**src/rtl/word_loader_if.sv**
```systemverilog
// Bundles the word loader's stream, SRAM write, matcher and token signals.
// slave is the word_loader side; master is the surrounding environment.
interface word_loader_if #(
    parameter int ADDR_WIDTH = 4,
    parameter int DATA_WIDTH = 8
);
    logic                  in_valid;
    logic [DATA_WIDTH-1:0] in_data;
    logic                  in_last;
    logic                  in_ready;
    logic                  wr_en;
    logic [ADDR_WIDTH-1:0] wr_addr;
    logic [DATA_WIDTH-1:0] wr_data;
    logic                  match_clr;
    logic                  match_cs;
    logic                  match_done;
    logic                  match_found;
    logic                  tok_valid;
    logic                  tok_ready;
    logic                  tok_found;
    logic [ADDR_WIDTH-1:0] tok_len;
    logic                  tok_ovf;
    logic                  tok_timeout;

    modport slave (
        input  in_valid, in_data, in_last, match_done, match_found, tok_ready,
        output in_ready, wr_en, wr_addr, wr_data, match_clr, match_cs,
        output tok_valid, tok_found, tok_len, tok_ovf, tok_timeout
    );

    modport master (
        output in_valid, in_data, in_last, match_done, match_found, tok_ready,
        input  in_ready, wr_en, wr_addr, wr_data, match_clr, match_cs,
        input  tok_valid, tok_found, tok_len, tok_ovf, tok_timeout
    );
endinterface

```
**src/rtl/word_loader.sv**
```systemverilog
// Splits a character stream into NUL-terminated words in the word SRAM, runs the
// matcher per word and emits one token each. Optional watchdog: MATCH_TIMEOUT_EN.
module word_loader #(
    parameter int                     ADDR_WIDTH     = 4,
    parameter int                     DATA_WIDTH     = 8,
    parameter logic [DATA_WIDTH-1:0]  DELIM          = 8'h20,
    parameter int                     TIMEOUT_CYCLES = 64
) (
    input logic          clk,
    input logic          rst,
    word_loader_if.slave bus
);
    localparam logic [ADDR_WIDTH-1:0] MAX_LEN = '1;

    typedef enum logic [2:0] {
        S_COLLECT, S_DRAIN, S_TERM, S_CLEAR, S_LAUNCH, S_WAIT, S_EMIT
    } state_t;

    state_t                r_state, w_state_nxt;
    logic [ADDR_WIDTH-1:0] r_len;
    logic                  r_ovf, r_found, r_timeout, r_last_pend;
    logic                  r_wr_en;
    logic [ADDR_WIDTH-1:0] r_wr_addr;
    logic [DATA_WIDTH-1:0] r_wr_data;
    logic                  w_in_ready, w_accept, w_is_delim, w_full, w_tmo, w_term, w_emit;

    if (TIMEOUT_CYCLES < 1) begin : g_bad_timeout
        $error("TIMEOUT_CYCLES must be at least 1");
    end

    assign w_is_delim = (bus.in_data == DELIM) || (bus.in_data == '0);
    // A flushed last char holds off input for one cycle while its write lands.
    assign w_in_ready = ((r_state == S_COLLECT) && !r_last_pend) || (r_state == S_DRAIN);
    assign w_accept   = bus.in_valid && w_in_ready;
    assign w_full     = (r_len == MAX_LEN);
    assign w_term     = (r_state == S_TERM);
    assign w_emit     = (r_state == S_EMIT);

`ifdef MATCH_TIMEOUT_EN
    localparam int TW = $clog2(TIMEOUT_CYCLES + 1);
    logic [TW-1:0] r_tmo_cnt;

    always_ff @(posedge clk) begin
        if (rst || (r_state != S_WAIT)) r_tmo_cnt <= '0;
        else                            r_tmo_cnt <= r_tmo_cnt + 1'b1;
    end

    assign w_tmo = (r_state == S_WAIT) && (r_tmo_cnt == TW'(TIMEOUT_CYCLES - 1));
`else
    assign w_tmo = 1'b0;
`endif

    always_comb begin
        w_state_nxt = r_state;
        case (r_state)
            S_COLLECT: begin
                if (r_last_pend) begin
                    w_state_nxt = S_TERM;
                end else if (w_accept) begin
                    if (w_is_delim) begin
                        if (r_len != '0) w_state_nxt = S_TERM;
                    end else if (w_full) begin
                        w_state_nxt = bus.in_last ? S_EMIT : S_DRAIN;
                    end
                end
            end
            S_DRAIN:  if (w_accept && (w_is_delim || bus.in_last)) w_state_nxt = S_EMIT;
            S_TERM:   w_state_nxt = S_CLEAR;
            S_CLEAR:  w_state_nxt = S_LAUNCH;
            S_LAUNCH: w_state_nxt = S_WAIT;
            S_WAIT:   if (bus.match_done || w_tmo) w_state_nxt = S_EMIT;
            S_EMIT:   if (bus.tok_ready) w_state_nxt = S_COLLECT;
            default:  w_state_nxt = S_COLLECT;
        endcase
    end

    always_ff @(posedge clk) begin
        if (rst) begin
            r_state     <= S_COLLECT;
            r_len       <= '0;
            r_ovf       <= 1'b0;
            r_found     <= 1'b0;
            r_timeout   <= 1'b0;
            r_last_pend <= 1'b0;
            r_wr_en     <= 1'b0;
            r_wr_addr   <= '0;
            r_wr_data   <= '0;
        end else begin
            r_state <= w_state_nxt;
            r_wr_en <= 1'b0;
            case (r_state)
                S_COLLECT: begin
                    if (r_last_pend) begin
                        r_last_pend <= 1'b0;
                    end else if (w_accept && !w_is_delim) begin
                        if (w_full) begin
                            r_ovf <= 1'b1;
                        end else begin
                            r_wr_en     <= 1'b1;
                            r_wr_addr   <= r_len;
                            r_wr_data   <= bus.in_data;
                            r_len       <= r_len + 1'b1;
                            r_last_pend <= bus.in_last;
                        end
                    end
                end
                S_WAIT: begin
                    if (bus.match_done) r_found   <= bus.match_found;
                    else if (w_tmo)     r_timeout <= 1'b1;
                end
                S_EMIT: begin
                    if (bus.tok_ready) begin
                        r_len     <= '0;
                        r_ovf     <= 1'b0;
                        r_found   <= 1'b0;
                        r_timeout <= 1'b0;
                    end
                end
                default: ;
            endcase
        end
    end

    // Character writes are registered; the NUL write is driven directly in TERM.
    assign bus.in_ready    = w_in_ready;
    assign bus.wr_en       = r_wr_en || w_term;
    assign bus.wr_addr     = w_term ? r_len : r_wr_addr;
    assign bus.wr_data     = w_term ? '0 : r_wr_data;
    assign bus.match_clr   = (r_state == S_CLEAR);
    assign bus.match_cs    = (r_state == S_LAUNCH);
    assign bus.tok_valid   = w_emit;
    assign bus.tok_found   = w_emit && r_found;
    assign bus.tok_len     = w_emit ? r_len : '0;
    assign bus.tok_ovf     = w_emit && r_ovf;
    assign bus.tok_timeout = w_emit && r_timeout;
endmodule

```
**src/flat_wrapper.sv**
```systemverilog
// flat-port wrapper written by rule: the top's interface ports become plain ports
module word_loader_flat 
#(
    parameter int                     ADDR_WIDTH     = 4,
    parameter int                     DATA_WIDTH     = 8,
    parameter logic [DATA_WIDTH-1:0]  DELIM          = 8'h20,
    parameter int                     TIMEOUT_CYCLES = 64
)
  (clk, rst, bus_in_valid, bus_in_data, bus_in_last, bus_match_done, bus_match_found, bus_tok_ready, bus_in_ready, bus_wr_en, bus_wr_addr, bus_wr_data, bus_match_clr, bus_match_cs, bus_tok_valid, bus_tok_found, bus_tok_len, bus_tok_ovf, bus_tok_timeout);
  word_loader_if #(.ADDR_WIDTH(ADDR_WIDTH), .DATA_WIDTH(DATA_WIDTH)) bus_i ();
  input logic clk;
  input logic rst;
  input wire logic [$bits(bus_i.in_valid)-1:0] bus_in_valid;
  input wire logic [$bits(bus_i.in_data)-1:0] bus_in_data;
  input wire logic [$bits(bus_i.in_last)-1:0] bus_in_last;
  input wire logic [$bits(bus_i.match_done)-1:0] bus_match_done;
  input wire logic [$bits(bus_i.match_found)-1:0] bus_match_found;
  input wire logic [$bits(bus_i.tok_ready)-1:0] bus_tok_ready;
  output wire logic [$bits(bus_i.in_ready)-1:0] bus_in_ready;
  output wire logic [$bits(bus_i.wr_en)-1:0] bus_wr_en;
  output wire logic [$bits(bus_i.wr_addr)-1:0] bus_wr_addr;
  output wire logic [$bits(bus_i.wr_data)-1:0] bus_wr_data;
  output wire logic [$bits(bus_i.match_clr)-1:0] bus_match_clr;
  output wire logic [$bits(bus_i.match_cs)-1:0] bus_match_cs;
  output wire logic [$bits(bus_i.tok_valid)-1:0] bus_tok_valid;
  output wire logic [$bits(bus_i.tok_found)-1:0] bus_tok_found;
  output wire logic [$bits(bus_i.tok_len)-1:0] bus_tok_len;
  output wire logic [$bits(bus_i.tok_ovf)-1:0] bus_tok_ovf;
  output wire logic [$bits(bus_i.tok_timeout)-1:0] bus_tok_timeout;
  assign bus_i.in_valid = bus_in_valid;
  assign bus_i.in_data = bus_in_data;
  assign bus_i.in_last = bus_in_last;
  assign bus_i.match_done = bus_match_done;
  assign bus_i.match_found = bus_match_found;
  assign bus_i.tok_ready = bus_tok_ready;
  assign bus_in_ready = bus_i.in_ready;
  assign bus_wr_en = bus_i.wr_en;
  assign bus_wr_addr = bus_i.wr_addr;
  assign bus_wr_data = bus_i.wr_data;
  assign bus_match_clr = bus_i.match_clr;
  assign bus_match_cs = bus_i.match_cs;
  assign bus_tok_valid = bus_i.tok_valid;
  assign bus_tok_found = bus_i.tok_found;
  assign bus_tok_len = bus_i.tok_len;
  assign bus_tok_ovf = bus_i.tok_ovf;
  assign bus_tok_timeout = bus_i.tok_timeout;
  word_loader #(.ADDR_WIDTH(ADDR_WIDTH), .DATA_WIDTH(DATA_WIDTH), .DELIM(DELIM), .TIMEOUT_CYCLES(TIMEOUT_CYCLES)) u_core (.clk(clk), .rst(rst), .bus(bus_i));
endmodule
```
**config.mk**
```make
export PLATFORM = sky130hd
export DESIGN_NAME = word_loader_flat
export DESIGN_NICKNAME = d
export VERILOG_FILES = /design/src/rtl/word_loader_if.sv /design/src/rtl/word_loader.sv /design/src/flat_wrapper.sv
export SDC_FILE = /design/constraint.sdc
export NUM_CORES = 1
export LEC_CHECK = 0
export ABC_CLOCK_PERIOD_IN_PS = 1600
export CORE_ASPECT_RATIO = 1.5
export CORE_UTILIZATION = 50
export CTS_CLUSTER_SIZE = 12
export DETAILED_ROUTE_END_ITERATION = 12
export DONT_BUFFER_PORTS = 1
export HOLD_SLACK_MARGIN = 0.12
export PLACE_DENSITY_LB_ADDON = 0.05
export SETUP_SLACK_MARGIN = 0.3
export SLEW_MARGIN = 0
export SYNTH_ARGS = -nofsm -noshare
export SYNTH_HDL_FRONTEND = slang
export SYNTH_SLANG_ARGS = --single-unit
```
**constraint.sdc**
```tcl
create_clock -name clk -period 1.6 [get_ports clk]
set_input_delay 0.16 -clock clk [delete_from_list [all_inputs] [get_ports clk]]
set_output_delay 0.16 -clock clk [all_outputs]
set_load 0.005 [all_outputs]
```
---- Word-level counts from Yosys, hierarchy flattened ----
Cells that the tools add are included.
operators by class
  bitwise logic cells ..................... 4
  reduce and logical (&&, ||, !) cells .... 23
  multiplexer cells ....................... 29
  $add $sub $neg .......................... 1
  equal/unequal tests ..................... 18
operators by type and width
  operator                                       number
  two-way mux 3 bit                              9
  two-way mux 4 bit                              6
  case mux 3 bit (7 select lines)                1
  != test 2 bit, second input constant           6
  AND reduction 5 bit                            2
  == test 3 bit, second input constant           3
  two-way mux 1 bit                              9
  == test 8 x 6 -> 1 bit, second input constant  1
  zero test 8 bit                                1
  two-way mux 8 bit                              1
  case mux 4 bit (2 select lines)                1
  == test 3 x 2 -> 1 bit, second input constant  2
  logical AND 1 bit                              6
  AND reduction 6 bit                            1
  adder 4 x 1 -> 4 bit, second input constant    1
  == test 4 bit, second input constant           1
  logical OR 1 bit                               4
  != test 4 x 1 -> 1 bit, second input constant  1
  != test 4 x 3 -> 1 bit, second input constant  1
  inverter 1 bit                                 4
  case mux 1 bit (2 select lines)                2
  AND reduction 4 bit                            1
  nonzero test 2 bit                             2
  nonzero test 4 bit                             1
  7 further kinds                                8
storage, ports and cells
  bits of input ports ..................... 15
  output and inout port bits .............. 24
  logic and storage cells ................. 83
  register bits after elaboration ......... 23

---- Longest topological paths before layout ----
Gate-level depths: netlist of run 1.
  depth in word-level cells ............... 8
  gate-level depth with buffers ........... 7
  mapped depth without buffers ............ 6

---- Least setup slack after synthesis of run 1 ----
Ideal clock, no wire load.
  path kind ............................... flip-flop to output port
  from .................................... reg u_core.r_state[1]
  to ...................................... out bus_wr_addr[0]
  data required time ...................... 1.440 ns
  stages on the path, launching flop included .. 4
  buffers on the path ..................... 1
  arrival time ............................ 1.501 ns
  slack ................................... -0.061 ns
  cell sequence ........................... dfxtp_1 > nor3b_1 > clkbuf_1 > mux2_2
on the way
  longest elaborated chain between the ends .. 2
ends and longest elaborated chain
  what                      line                text
  start: declaration        word_loader.sv:19   state_t r_state, w_state_nxt;
  start signal: assignment  word_loader.sv:89   r_state <= w_state_nxt;
  == test 3 x 2 -> 1 bit    word_loader.sv:36   assign w_term = (r_state == S_TERM);
  two-way mux 4 bit         word_loader.sv:127  assign bus.wr_addr = w_term ? r_len : r_wr_addr;
  end: declaration          flat_wrapper.sv:21  output wire logic [$bits(bus_i.wr_addr)-1:0] bus_wr_addr;
No other way between the ends.

---- Final worst setup path of run 1 ----
  from .................................... reg u_core.r_state[1]
  to ...................................... reg u_core.r_len[1]
on the way
  longest elaborated chain between the ends .. 7
  elaborated cells between the ends (all ways) .. 14
  classes of those cells .................. eq/ne: 6; mux: 1; reduce/logical: 7
ends and longest elaborated chain
  what                                  line                                  text
  zero test 3 bit                       word_loader.sv:33, word_loader.sv:91
  logical AND 1 bit                     word_loader.sv:33                     assign w_in_ready = ((r_state == S_COLLECT) && !r_last_pend) || (r_state == S_DRAIN);
  logical OR 1 bit                      word_loader.sv:33
  logical AND 1 bit                     word_loader.sv:34                     assign w_accept = bus.in_valid && w_in_ready;
  logical AND 1 bit                     word_loader.sv:95                     end else if (w_accept && !w_is_delim) begin
  != test 2 bit (no source line)        --
  AND reduction 5 bit (no source line)  --
  end signal: assignment                word_loader.sv:102                    r_len <= r_len + 1'b1;
  end: declaration                      word_loader.sv:20                     logic [ADDR_WIDTH-1:0] r_len;
Several ways; a longest one is shown, not always the timed one.
A chain may end at the register's enable or synchronous reset.

==> key figures, run 1 <==
Worst setup path
  • Worst r2r dst: u_core.r_len[1]$_SDFFE_PP0P_
  • Crit-path slowest cell: dfxtp_2
  • CP Launch Type: flop
  • Arr. time, crit path: 1.70 ns
  • Reg2reg start: u_core.r_state[1]$_SDFFE_PP0P_
  • Critical-path maximum fanout: 8
  • Worst setup EP type: flop
  • WS Path Type: flop to flop
  • Family with the most delay on the worst path: buffers and inverters
  • Reg2reg setup slack: 0.0006 ns
  • Crit-path cells: nor4_4 > buf_4 > o211ai_4 > buf_4 > buf_6 > o211ai_1 > a21oi_1
  • Most frequent CP cell: buf_4
  • Crit path buffers/inverters: 3
  • Slowest cell delay on critical path: 0.34 ns
  • R2r worst-path depth: 7
  • CP required: 1.70 ns

Logic synthesis
  • Largest family of logic cells by synthesized area: simple AND/OR/NAND/NOR gates
  • Avg Cell Area, Syn: 8.587 um^2
  • Synth warnings: 0
  • Synth Area in Compound Gates: 24.28%
  • Multiplexer share of the synthesized area: 4.510%
  • Async SR Flop Fraction: 0%
  • Synth Flop Type: dfxtp_1
  • Synthesized netlist cell count: 168
  • Post-Synth XOR/XNOR Area: 0.6071%
  • FF+latch count, synth: 23
  • Register area share after synthesis: 31.92%
  • Mapped cell area: 0.001443 mm^2
  • Post-Synth Adder-Cell Area: 1.735%
  • Number of synthesized flops with an enable pin: 0
  • Post-Synth Simple-Gate Area: 28.01%
  • Syn_nets: 185
  • Count of different cell masters after synthesis: 45

Clock tree
  • Clock tree from TritonCTS: done
  • Clock transition at path regs: 0.08 ns
  • Clk_lat worst skew: 0.26 ns
  • H-tree depth: 1
  • CTS max path bufs: 2
  • Clock sink count: 23
  • Total CTS buffers: 3
  • Clk root buf: clkbuf_8

Placed design
  • Post-Place Cells: 204
  • RD Place Congestion: 0.8748
  • Pre-CTS setup slack: -0.03801 ns
  • IO Port Bufs: 0
  • Detail Placement HPWL: 2417 um

Drt
  • Avg WL per Cell: 18.46 um
  • Remaining DRCs: 0
  • 1st-iter DRT viols: 52
  • Via total after detailed routing: 1470
  • TritonRoute pass-1 iters: 4
  • WL final: 4450 um
  • Post-DRT Antenna Nets: 0
  • Vias per inst: 6.100

Floorplanning
  • Initial Util: 53.33%
  • Cell row count: 23
  • Ports: 39
  • Full die area: 0.003108 mm^2
  • Die Ht: 67.79 um
  • Core Region: 0.002705 mm^2
  • Die width: 45.86 um

Power and ir drop
  • Power density over the cells: 1276 mW/mm^2
  • Clk pwr share: 13.1%
  • Leakage: 0.8119 nW
  • Sw Share: 37.05%
  • Sw Pwr: 1.028 mW
  • Tot Pwr: 2.775 mW
  • Part of the power in registers: 27.1%
  • Cell internal pwr: 1.747 mW
  • Combinational share of power: 59.9%
  • Peak supply drop: 864.0 uV

Timing
  • Final setup viols: 0
  • Slew HR: 32.24%
  • Fin crit share: 99.96%
  • Slew Viols, Final: 0
  • Worst hold slack: 0.1267 ns
  • RSZ-0062 raised after global routing: true
  • Fin crit period: 1.599 ns
  • Worst-Margin Slew: 1.016 ns
  • Clock skew: 0.001810 ns
  • Final WS setup: 0.0006333 ns
  • Peak Freq: 625.2 MHz
  • Fin. Hold Viols: 0

GRT
  • GRT Overall Usage: 29.33%
  • Vias in the first global route: 1423
  • First-pass GRT wire length: 6693 um
  • Grt total ovfl: 0
  • Initial antenna violation count: 0
  • Pin count of the biggest net entering global routing: 23

Layout
  • Register area: 465.4 um^2
  • Share of post-route cells with drive strength above 1: 49.51%
  • Net count, final: 222
  • Area of the multi-input gates: 0.001101 mm^2
  • Fill count: 195
  • Non-Filler Instances: 241
  • Final core utilization: 80.39%
  • # diodes: 0
  • Area added between synthesis and finish: 50.74%

Min path
  • Hold Crit Start: bus_match_done
  • Hold EP: u_core.r_found$_SDFFE_PP0P_
  • Worst hold path type: primary input to flop
  • Hold Crit Depth: 3

Outcome
  • Status: finished clean

Run
  • Max Cap Viol: 0
-- how the worst max path moves through the flow --
| stage | start | end | slack [ns] | depth (start not counted) |
|---|---|---|---|---|
| 2_1_floorplan | u_core.r_state[1]$_SDFFE_PP0P_ | u_core.r_len[2]$_SDFFE_PP0P_ | 0.007 | 5 |
| 3_3_place_gp | bus_in_data[2] | u_core.r_wr_addr[0]$_SDFFE_PP0P_ | 0.02 | 4 |
| 3_5_place_dp | bus_in_data[2] | u_core.r_wr_addr[1]$_SDFFE_PP0P_ | -0.04 | 5 |
| 4_1_cts | u_core.r_state[0]$_SDFFE_PP0P_ | bus_wr_addr[1] | 0.02 | 4 |
| 5_1_grt | u_core.r_state[1]$_SDFFE_PP0P_ | u_core.r_len[0]$_SDFFE_PP0P_ | -0.06 | 7 |
| 6_report | u_core.r_state[1]$_SDFFE_PP0P_ | u_core.r_len[1]$_SDFFE_PP0P_ | 0.0006 | 7 |
-- worst min-delay path: stages --
cell and delay (ns):
nand3_1 0.05, nand3_1 0.08, a21oi_1 0.06
-- sequential cells by signal, indices dropped and copies added, names as in the netlist --
| signal | cells |
|---|---|
| u_core.r_wr_data | 8 |
| u_core.r_len | 4 |
| u_core.r_wr_addr | 4 |
| u_core.r_state | 3 |
| u_core.r_found | 1 |
| u_core.r_last_pend | 1 |
| u_core.r_ovf | 1 |
| u_core.r_wr_en | 1 |
-- area by class of cell --
cell class | count | area share (%)
sequential | 23 | 21.40
inverter | 5 | 1.093
multi-input combinational | 124 | 50.63
timing repair buffer | 48 | 22.67
tap | 37 | 2.129
clock buffer | 4 | 2.071
-- logic make-up after synthesis --
group / after synthesis
and+or+nand+nor: 63
xor gates and xnor gates: 1
muxes: 6
buffers and inverters: 22
adders and majority gates: 2
DFF: 23
AOI/OAI and AO/OA: 50
other: 1
-- cells in the mapped netlist, types with 2 or more instances --
cell       n  area share, %
buf_6      2            1.6
nor3b_1    6            3.1
dfxtp_1   23             32
and2_1     6            2.6
buf_2      3            1.0
o31ai_1    2            1.0
or4b_1     3            2.1
o21ai_0   11            3.8
mux2_2     4            3.1
o211ai_1   6            3.1
ha_1       2            1.7
a21oi_2    5            3.0
a211oi_1   2            1.0
clkbuf_1   8            2.1
nor2b_1   10            4.3
o21ai_2    5            3.0
nand2_1    4            1.0
inv_1      5            1.3
buf_4      2            1.0
mux2i_1    2            1.4
a21oi_1   13            4.5
nor4_1     2           0.87
nand3_1   20            6.9
-- layout by cell type, fill, tap and decap left out, types with 8 or more instances in the layout --
| master | instances |
|---|---|
| dfxtp_1 | 19 |
| a21oi_1 | 9 |
| a21oi_2 | 9 |
| nand3_1 | 12 |
| nand3_2 | 8 |
| nor2b_1 | 9 |
| buf_4 | 16 |
| buf_6 | 16 |
| dlygate4sd3_1 | 11 |
-- metrics by stage --
stage	TNS, ns	instance area [um^2]
floorplan	0	1466
global placement	0	1534
detailed placement	-0.05232	1534
CTS	0	2063
global route	-0.4243	2175
finish	0	2175
-- power groups by stage --
stage               registers, mW  clock network (mW)  logic (mW)
CTS                         0.738               0.369        1.46
detailed placement          0.745                   0       0.901
global placement            0.742                   0       0.883
finish                      0.751               0.363        1.66
global route                0.761               0.397        1.76
floorplan                   0.753                   0       0.688
-- layer usage --
layer / vias up / global-route usage [%] / share of wire (%)
met5: - / 0 / 0
met4: 0 / 10.66 / 3.1
met3: 13 / 4.545 / 4.2
met2: 53 / 50.35 / 55
met1: 716 / 35.68 / 38
li1: 688 / - / -
-- timing repair --
item	CTS	global route
gates cloned	1	0
endpoints found under the setup margin	42	46
gates resized for setup	58	26
endpoints found under the hold margin	21	0
pin swaps	27	17
setup buffers	19	1
hold buffers	12	0
(Power assumes the default switching activity.)
==> run 2: changes to the inputs <==
--- a/config.mk
+++ b/config.mk
@@ -12,7 +12,7 @@
 export DETAILED_ROUTE_END_ITERATION = 12
 export DONT_BUFFER_PORTS = 1
 export HOLD_SLACK_MARGIN = 0.12
-export PLACE_DENSITY_LB_ADDON = 0.05
+export PLACE_DENSITY = 0.72
 export SETUP_SLACK_MARGIN = 0.3
 export SLEW_MARGIN = 0
 export SYNTH_ARGS = -nofsm -noshare
==> run 2 against run 1 <==
  * The flow now finishes with violations (negative setup slack)
  * Sequential cell count stayed put
  * Design area grew 9.8%
  * Count of clock-buffer cells in the layout is 1 lower
  * Combinational power up 12%
  * Die area is the same
  * Register-to-register slack worse by 0.10 ns
  * Sequential share of layout area fell by 1.6 points
  * Sequential power increased by 2%
  * Via count grew 6.8%
  * Largest cell class unchanged
  * Highest routed layer unchanged
==> key figures, run 2 (same netlist as run 1, synthesis figures left out) <==
Layout
  • Area added between synthesis and finish: 65.48%
  • # diodes: 0
  • Non-Filler Instances: 250
  • Share of post-route cells with drive strength above 1: 63.38%
  • Highest-count cells in the layout ignoring fill and taps: buf_6 (19), buf_4 (19), dfxtp_1 (18)
  • Largest Register: u_core.r_wr_data
  • Max FFs per register: 8
  • Net count, final: 231
  • Finished Cell Area: 0.002387 mm^2
  • Largest regs: u_core.r_wr_data: 8 flops, u_core.r_len: 4 flops, u_core.r_wr_addr: 4 flops

Drt
  • Vias per inst: 6.280
  • Post-DRT Antenna Nets: 0
  • Avg WL per Cell: 22.49 um
  • WL final: 5622 um
  • TritonRoute pass-1 iters: 4
  • 1st-iter DRT viols: 61
  • Via total after detailed routing: 1570
  • Remaining DRCs: 0

GRT
  • GRT Overall Usage: 31.39%
  • Grt total ovfl: 0
  • Vias in the first global route: 1510
  • First-pass GRT wire length: 6844 um
  • Pin count of the biggest net entering global routing: 24
  • Initial antenna violation count: 0

Clock tree
  • Clock transition at path regs: 0.08 ns
  • Clock sink count: 23
  • Clk root buf: clkbuf_8
  • Total CTS buffers: 3
  • CTS max path bufs: 2
  • Clk_lat worst skew: 0.27 ns
  • Clock tree from TritonCTS: done
  • H-tree depth: 1

Floorplanning
  • Die Ht: 67.79 um
  • Die width: 45.86 um
  • Initial Util: 53.33%
  • Cell row count: 23
  • Full die area: 0.003108 mm^2
  • Core Region: 0.002705 mm^2
  • Ports: 39

Placed design
  • Post-Place Cells: 205
  • Pre-CTS setup slack: -0.01760 ns
  • Placement Cell Area: 0.001529 mm^2
  • Detail Placement HPWL: 2589 um
  • IO Port Bufs: 0
  • RD Place Congestion: 0.9314

Min path
  • Hold Crit Depth: 3
  • Worst hold path type: primary input to flop
  • Hold Crit Start: bus_match_done
  • Hold EP: u_core.r_found$_SDFFE_PP0P_

Power and ir drop
  • Part of the power in registers: 25.5%
  • Sw Share: 39.39%
  • Clk pwr share: 12.5%
  • Cell internal pwr: 1.819 mW
  • Peak supply drop: 1007 uV
  • Tot Pwr: 3.001 mW
  • Power density over the cells: 1257 mW/mm^2
  • Combinational share of power: 62.1%
  • Sw Pwr: 1.182 mW
  • Leakage: 0.8781 nW

Worst setup path
  • CP required: 1.75 ns
  • CP Launch Type: flop
  • Critical-path maximum fanout: 7
  • Worst r2r dst: u_core.r_state[0]$_SDFFE_PP0P_
  • Reg2reg start: u_core.r_state[0]$_SDFFE_PP0P_
  • Arr. time, crit path: 1.86 ns
  • R2r worst-path depth: 6
  • Worst setup EP type: flop
  • Reg2reg setup slack: -0.10 ns
  • WS Path Type: flop to flop

Timing
  • Fin. Hold Viols: 0
  • RSZ-0062 raised after global routing: true
  • Final WS setup: -0.1031 ns
  • Peak Freq: 587.2 MHz
  • Final setup viols: 10
  • Clock skew: 0.004727 ns
  • Fin crit share: 106.4%
  • Slew Viols, Final: 0
  • Fin crit period: 1.703 ns

Run
  • Max Cap Viol: 0

Outcome
  • Failing checks: negative setup slack
  • Status: finished with violations
run 2: layout make-up:
type / count / area (um^2)
Tap cell: 37 / 46.29
Clock buffer: 3 / 41.29
Fill cell: 137 / 317.8
Clock inverter: 1 / 5.005
Inverter: 5 / 23.77
Multi-Input combinational cell: 123 / 1187
Timing Repair Buffer: 58 / 611.8
Sequential cell: 23 / 471.7
run 2: per-layer routing:
metal / wire [um] / part of all wire [%] / vias to the layer above / global-route usage, %
li1: - / - / 706 / -
met1: 1997 / 36 / 762 / 31.20
met2: 3031 / 54 / 76 / 53.87
met3: 319 / 5.7 / 26 / 10.16
met4: 274 / 4.9 / 0 / 19.85
met5: 0 / 0 / - / 0
run 2: metrics by stage:
| step | util, % | hold slack, ns | setup TNS, ns |
|---|---|---|---|
| finish | 88.25 | 0.1198 | -0.3603 |
| global route | 88.25 | 0.1318 | -1.857 |
| CTS | 73.27 | -0.05741 | 0 |
| detailed placement | 56.52 | 0.2291 | -0.02960 |
| global placement | 56.52 | 0.2283 | -0.04155 |
| floorplan | - | 0.3077 | 0 |
run 2: how the worst max path moves through the flow:
stage,depth (start not counted),to,slack (ns),startpoint
after floorplan,5,u_core.r_len[2]$_SDFFE_PP0P_,0.007,u_core.r_state[1]$_SDFFE_PP0P_
after global placement,5,u_core.r_state[1]$_SDFFE_PP0P_,-0.04,bus_in_data[2]
after detailed placement,5,u_core.r_state[0]$_SDFFE_PP0P_,-0.02,bus_in_data[2]
final,6,u_core.r_state[0]$_SDFFE_PP0P_,-0.10,u_core.r_state[0]$_SDFFE_PP0P_
after CTS,4,bus_wr_addr[2],0.006,u_core.r_state[0]$_SDFFE_PP0P_
after global routing,6,u_core.r_state[0]$_SDFFE_PP0P_,-0.36,u_core.r_state[0]$_SDFFE_PP0P_
run 2: critical path, cell delays in order, from the launching register on:
cell and delay, ns:
dfxtp_2 0.39, buf_6 0.16, buf_6 0.12, nor3b_1 0.26
o21ai_1 0.16, and4_4 0.23, o221a_1 0.27
run 2: power groups by stage:
| stage | clock (mW) | sequential (mW) | combinational [mW] |
|---|---|---|---|
| global placement | 0 | 0.740 | 0.851 |
| global route | 0.403 | 0.768 | 1.95 |
| CTS | 0.367 | 0.745 | 1.38 |
| finish | 0.374 | 0.764 | 1.86 |
| detailed placement | 0 | 0.747 | 0.884 |
| floorplan | 0 | 0.753 | 0.688 |
run 2: repair_timing:
item / CTS / global route
setup buffers: 19 / 7
endpoints found under the setup margin: 43 / 46
pin swaps: 30 / 26
resized for setup: 65 / 57
endpoints found under the hold margin: 22 / 22
gates cloned: 0 / 1
hold buffers: 2 / 12
==> run 3: changes to the inputs <==
==> constraint.sdc (replaced) <==
create_clock -name clk -period 1.6 [get_ports clk]
set_input_delay 0.16 -clock clk [delete_from_list [all_inputs] [get_ports clk]]
set_output_delay 0.16 -clock clk [all_outputs]
set_load 0.1 [all_outputs]
==> run 3 against run 2 <==
  * The flow now stops in 4_1_cts
  * Synthesized cell count stayed put
  * Area after synthesis is the same
==> key figures, run 3 <==
Placed design
  • IO Port Bufs: 0
  • Pre-CTS setup slack: -0.02374 ns
  • RD Place Congestion: 0.8462
  • Detail Placement HPWL: 2818 um
  • Placement Cell Area: 0.002031 mm^2

Logic synthesis
  • Synthesized netlist cell count: 168
  • Synth warnings: 0
  • Register area share after synthesis: 31.92%
  • Async SR Flop Fraction: 0%
  • Avg Cell Area, Syn: 8.587 um^2
  • Syn_nets: 185
  • Most frequent cell after synthesis: dfxtp_1
  • Most instantiated cells after synthesis: dfxtp_1 (23), nand3_1 (20), a21oi_1 (13), o21ai_0 (11), nor2b_1 (10)
  • Number of synthesized flops with an enable pin: 0
  • Yosys top cell by area: dfxtp_1
  • FF+latch count, synth: 23
  • Synth Flop Type: dfxtp_1
  • Mapped cell area: 0.001443 mm^2
  • Count of different cell masters after synthesis: 45
  • Ranking of synthesized cells by area: dfxtp_1 (32%), nand3_1 (6.9%), a21oi_1 (4.5%)
  • Yosys top cell area share: 31.92%

Clock tree
  • Cts hold-fix bufs: 13
  • H-tree depth: 1
  • Clk root buf: clkbuf_8
  • CTS max path bufs: 2
  • Cts repair resizes: 73
  • Clock sink count: 23
  • Setup bufs post-CTS: 16
  • Total CTS buffers: 3

Outcome
  • Status: stopped before the end
  • Stage reached: 4_1_cts
  • Run Error: [ERROR DPL-0033] detailed placement checks failed during check placement.

Floorplanning
  • Die width: 45.86 um
  • Initial Util: 53.33%
  • Ports: 39
  • Die Ht: 67.79 um
  • Cell row count: 23
[run 3: cell counts after synthesis]
No cell type changed its count.
[run 3: cell families after synthesis]
group / Yosys count / share of synthesized area [%]
simple gates: 63 / 28.01
mux: 6 / 4.510
flops: 23 / 31.92
xor+xnor: 1 / 0.6072
fa+ha+maj: 2 / 1.734
buf+inv: 22 / 8.672
compound gates: 50 / 24.28
other cells: 1 / 0.2599
[run 3: per-stage QoR]
stage	hold slack (ns)	cells	util (%)
after detailed placement	0.2272	224	75.07
after floorplan	0.3077	168	-
after global placement	0.2264	224	75.07
==> run 4: changes to the inputs <==
==> config.mk (replaced) <==
export PLATFORM = sky130hd
export DESIGN_NAME = word_loader_flat
export DESIGN_NICKNAME = d
export VERILOG_FILES = /design/src/rtl/word_loader_if.sv /design/src/rtl/word_loader.sv /design/src/flat_wrapper.sv
export SDC_FILE = /design/constraint.sdc
export NUM_CORES = 1
export LEC_CHECK = 0
export ABC_CLOCK_PERIOD_IN_PS = 2100
export CORE_UTILIZATION = 35
export DETAILED_ROUTE_END_ITERATION = 12
export DONT_BUFFER_PORTS = 1
export PLACE_DENSITY_LB_ADDON = 0.15
export SLEW_MARGIN = 0
export SYNTH_ARGS = -nofsm -noshare
export SYNTH_HDL_FRONTEND = slang
export SYNTH_SLANG_ARGS = --single-unit
==> constraint.sdc (replaced) <==
create_clock -name clk -period 2.1 [get_ports clk]
set_input_delay 0.21 -clock clk [delete_from_list [all_inputs] [get_ports clk]]
set_output_delay 0.21 -clock clk [all_outputs]
set_load 0.1 [all_outputs]
==> run 4 against run 3 <==
  * The run now ends clean
==> key figures, run 4 (same netlist as run 1, synthesis figures left out) <==
Placed design
  • Detail Placement HPWL: 2548 um
  • RD Place Congestion: 0.8127
  • IO Port Bufs: 0

Drt
  • Vias per inst: 5.609
  • WL final: 3627 um
  • Via total after detailed routing: 1318
  • TritonRoute pass-1 iters: 4
  • Remaining DRCs: 0
  • Avg WL per Cell: 15.43 um
  • Post-DRT Antenna Nets: 0
  • 1st-iter DRT viols: 47

Layout
  • Largest regs: u_core.r_wr_data: 8 flops, u_core.r_len: 4 flops, u_core.r_wr_addr: 4 flops
  • Area added between synthesis and finish: 35.04%
  • Most common cell after layout, fill and taps aside: dfxtp_1
  • # diodes: 0
  • Largest Register: u_core.r_wr_data
  • Share of post-route cells with drive strength above 1: 37.97%
  • Fill count: 357
  • Highest-count cells in the layout ignoring fill and taps: dfxtp_1 (23), nand3_1 (20), buf_12 (15), buf_4 (15), a21oi_1 (13)
  • Max FFs per register: 8
  • Net count, final: 205

GRT
  • Vias in the first global route: 1297
  • GRT Overall Usage: 18.14%
  • Met3 Resource Use GR: 3.966%
  • Met1 GRT Util: 24.25%
  • Initial antenna violation count: 0
  • Met2 Usage GRT: 28.19%
  • First-pass GRT wire length: 6092 um
  • Most Crowded Layer GR: met2
  • Pin count of the biggest net entering global routing: 18
  • Grt total ovfl: 0

Clock tree
  • Clk_lat worst skew: 0.27 ns
  • H-tree depth: 1
  • Clock tree from TritonCTS: done
  • Total CTS buffers: 3
  • CTS max path bufs: 2
  • Clock transition at path regs: 0.08 ns
  • Clock sink count: 23
  • Setup bufs post-CTS: 0
  • Clk root buf: clkbuf_8

Outcome
  • Status: finished clean

Timing
  • Slew HR: 49.81%
  • Peak Freq: 509.3 MHz
  • Clock skew: 0.001734 ns
  • Setup TNS Final: 0 ns
  • Slew Viols, Final: 0
  • Final setup viols: 0
  • Worst-Margin Slew: 0.7503 ns
  • Fin. Hold Viols: 0
  • Fin crit period: 1.964 ns
  • RSZ-0062 raised after global routing: false
  • Fin crit share: 93.50%

Floorplanning
  • Initial Util: 37.98%
  • Die Ht: 66.20 um
  • Cell row count: 22
  • Ports: 39
  • Core Region: 0.003799 mm^2
  • Die width: 66.20 um
  • Full die area: 0.004382 mm^2

Worst setup path
  • Crit path buffers/inverters: 2
  • Arr. time, crit path: 1.75 ns
  • CP Launch Type: flop
  • Critical-path maximum fanout: 15
  • Slowest cell delay on critical path: 0.67 ns
  • Crit-path cells: inv_1 > a211oi_4 > buf_4
  • WS Path Type: flop to primary output
  • Family with the most delay on the worst path: flip-flops
  • Worst setup EP type: primary output
  • Crit-path slowest cell: dfxtp_1
  • CP required: 1.89 ns

Min path
  • Worst hold path type: primary input to flop

Power and ir drop
  • Tot Pwr: 2.116 mW
  • Power density over the cells: 1086 mW/mm^2
  • Leakage: 0.7213 nW
  • Peak supply drop: 481.8 uV

Run
  • Max Cap Viol: 0
## run 4: final timing paths
kind,start,endpoint,slack (ns),depth (start not counted)
setup reg to reg,u_core.r_state[0]$_SDFFE_PP0P_,u_core.r_len[3]$_SDFFE_PP0P_,0.23,4
hold / removal,rst,u_core.r_state[2]$_SDFFE_PP0P_,0.01,1
setup / recovery,u_core.r_state[0]$_SDFFE_PP0P_,bus_in_ready,0.14,3
hold reg to reg,u_core.r_wr_data[5]$_SDFFE_PP0P_,u_core.r_wr_data[5]$_SDFFE_PP0P_,0.47,2
## run 4: area by class of cell
cell class	count	area (um^2)	area share [%]
Clock buffer	3	41.29	2.119
Clock inverter	1	5.005	0.2569
Inverter	5	18.77	0.9634
Multi-Input combinational cell	123	929.6	47.72
Sequential cell	23	460.4	23.64
Tap cell	48	60.06	3.083
Timing Repair Buffer	32	432.9	22.22
## run 4: per-layer routing
metal | wire (um) | vias to the layer above
li1 | - | 650
met5 | 0 | -
met2 | 1735 | 36
met1 | 1621 | 627
met3 | 216 | 5
met4 | 53 | 0
## run 4: worst reg2reg max path, stage by stage, from the launching register on
cell and delay, ns:
dfxtp_1 0.48, nor4_4 0.48, o211ai_4 0.20, or4_1 0.50, a21boi_1 0.14
## run 4: power breakdown
group,total (mW),internal [mW],switching [mW]
combinational,1.23,0.425,0.806
sequential,0.603,0.506,0.0972
clock,0.282,0.133,0.149
total,2.12,1.06,1.05
## run 4: through the flow
step	std cells	utilization (%)	cell area [um^2]	hold WS [ns]	setup WS, ns
4_1_cts	234	50.86	1932	0.0008097	0.03604
6_report	235	51.28	1948	0.01352	0.1364
3_5_place_dp	229	49.37	1876	0.2824	0.2772
5_1_grt	235	51.28	1948	0.002666	0.03858
2_1_floorplan	168	-	1478	0.3577	-0.2020
3_3_place_gp	229	49.37	1876	0.2783	0.3262
## run 4: what timing repair did
item / in CTS / in global routing
setup endpoints to repair: 0 / 4
endpoints found under the hold margin: 15 / 1
hold buffers: 1 / 1
gates resized for setup: 0 / 1
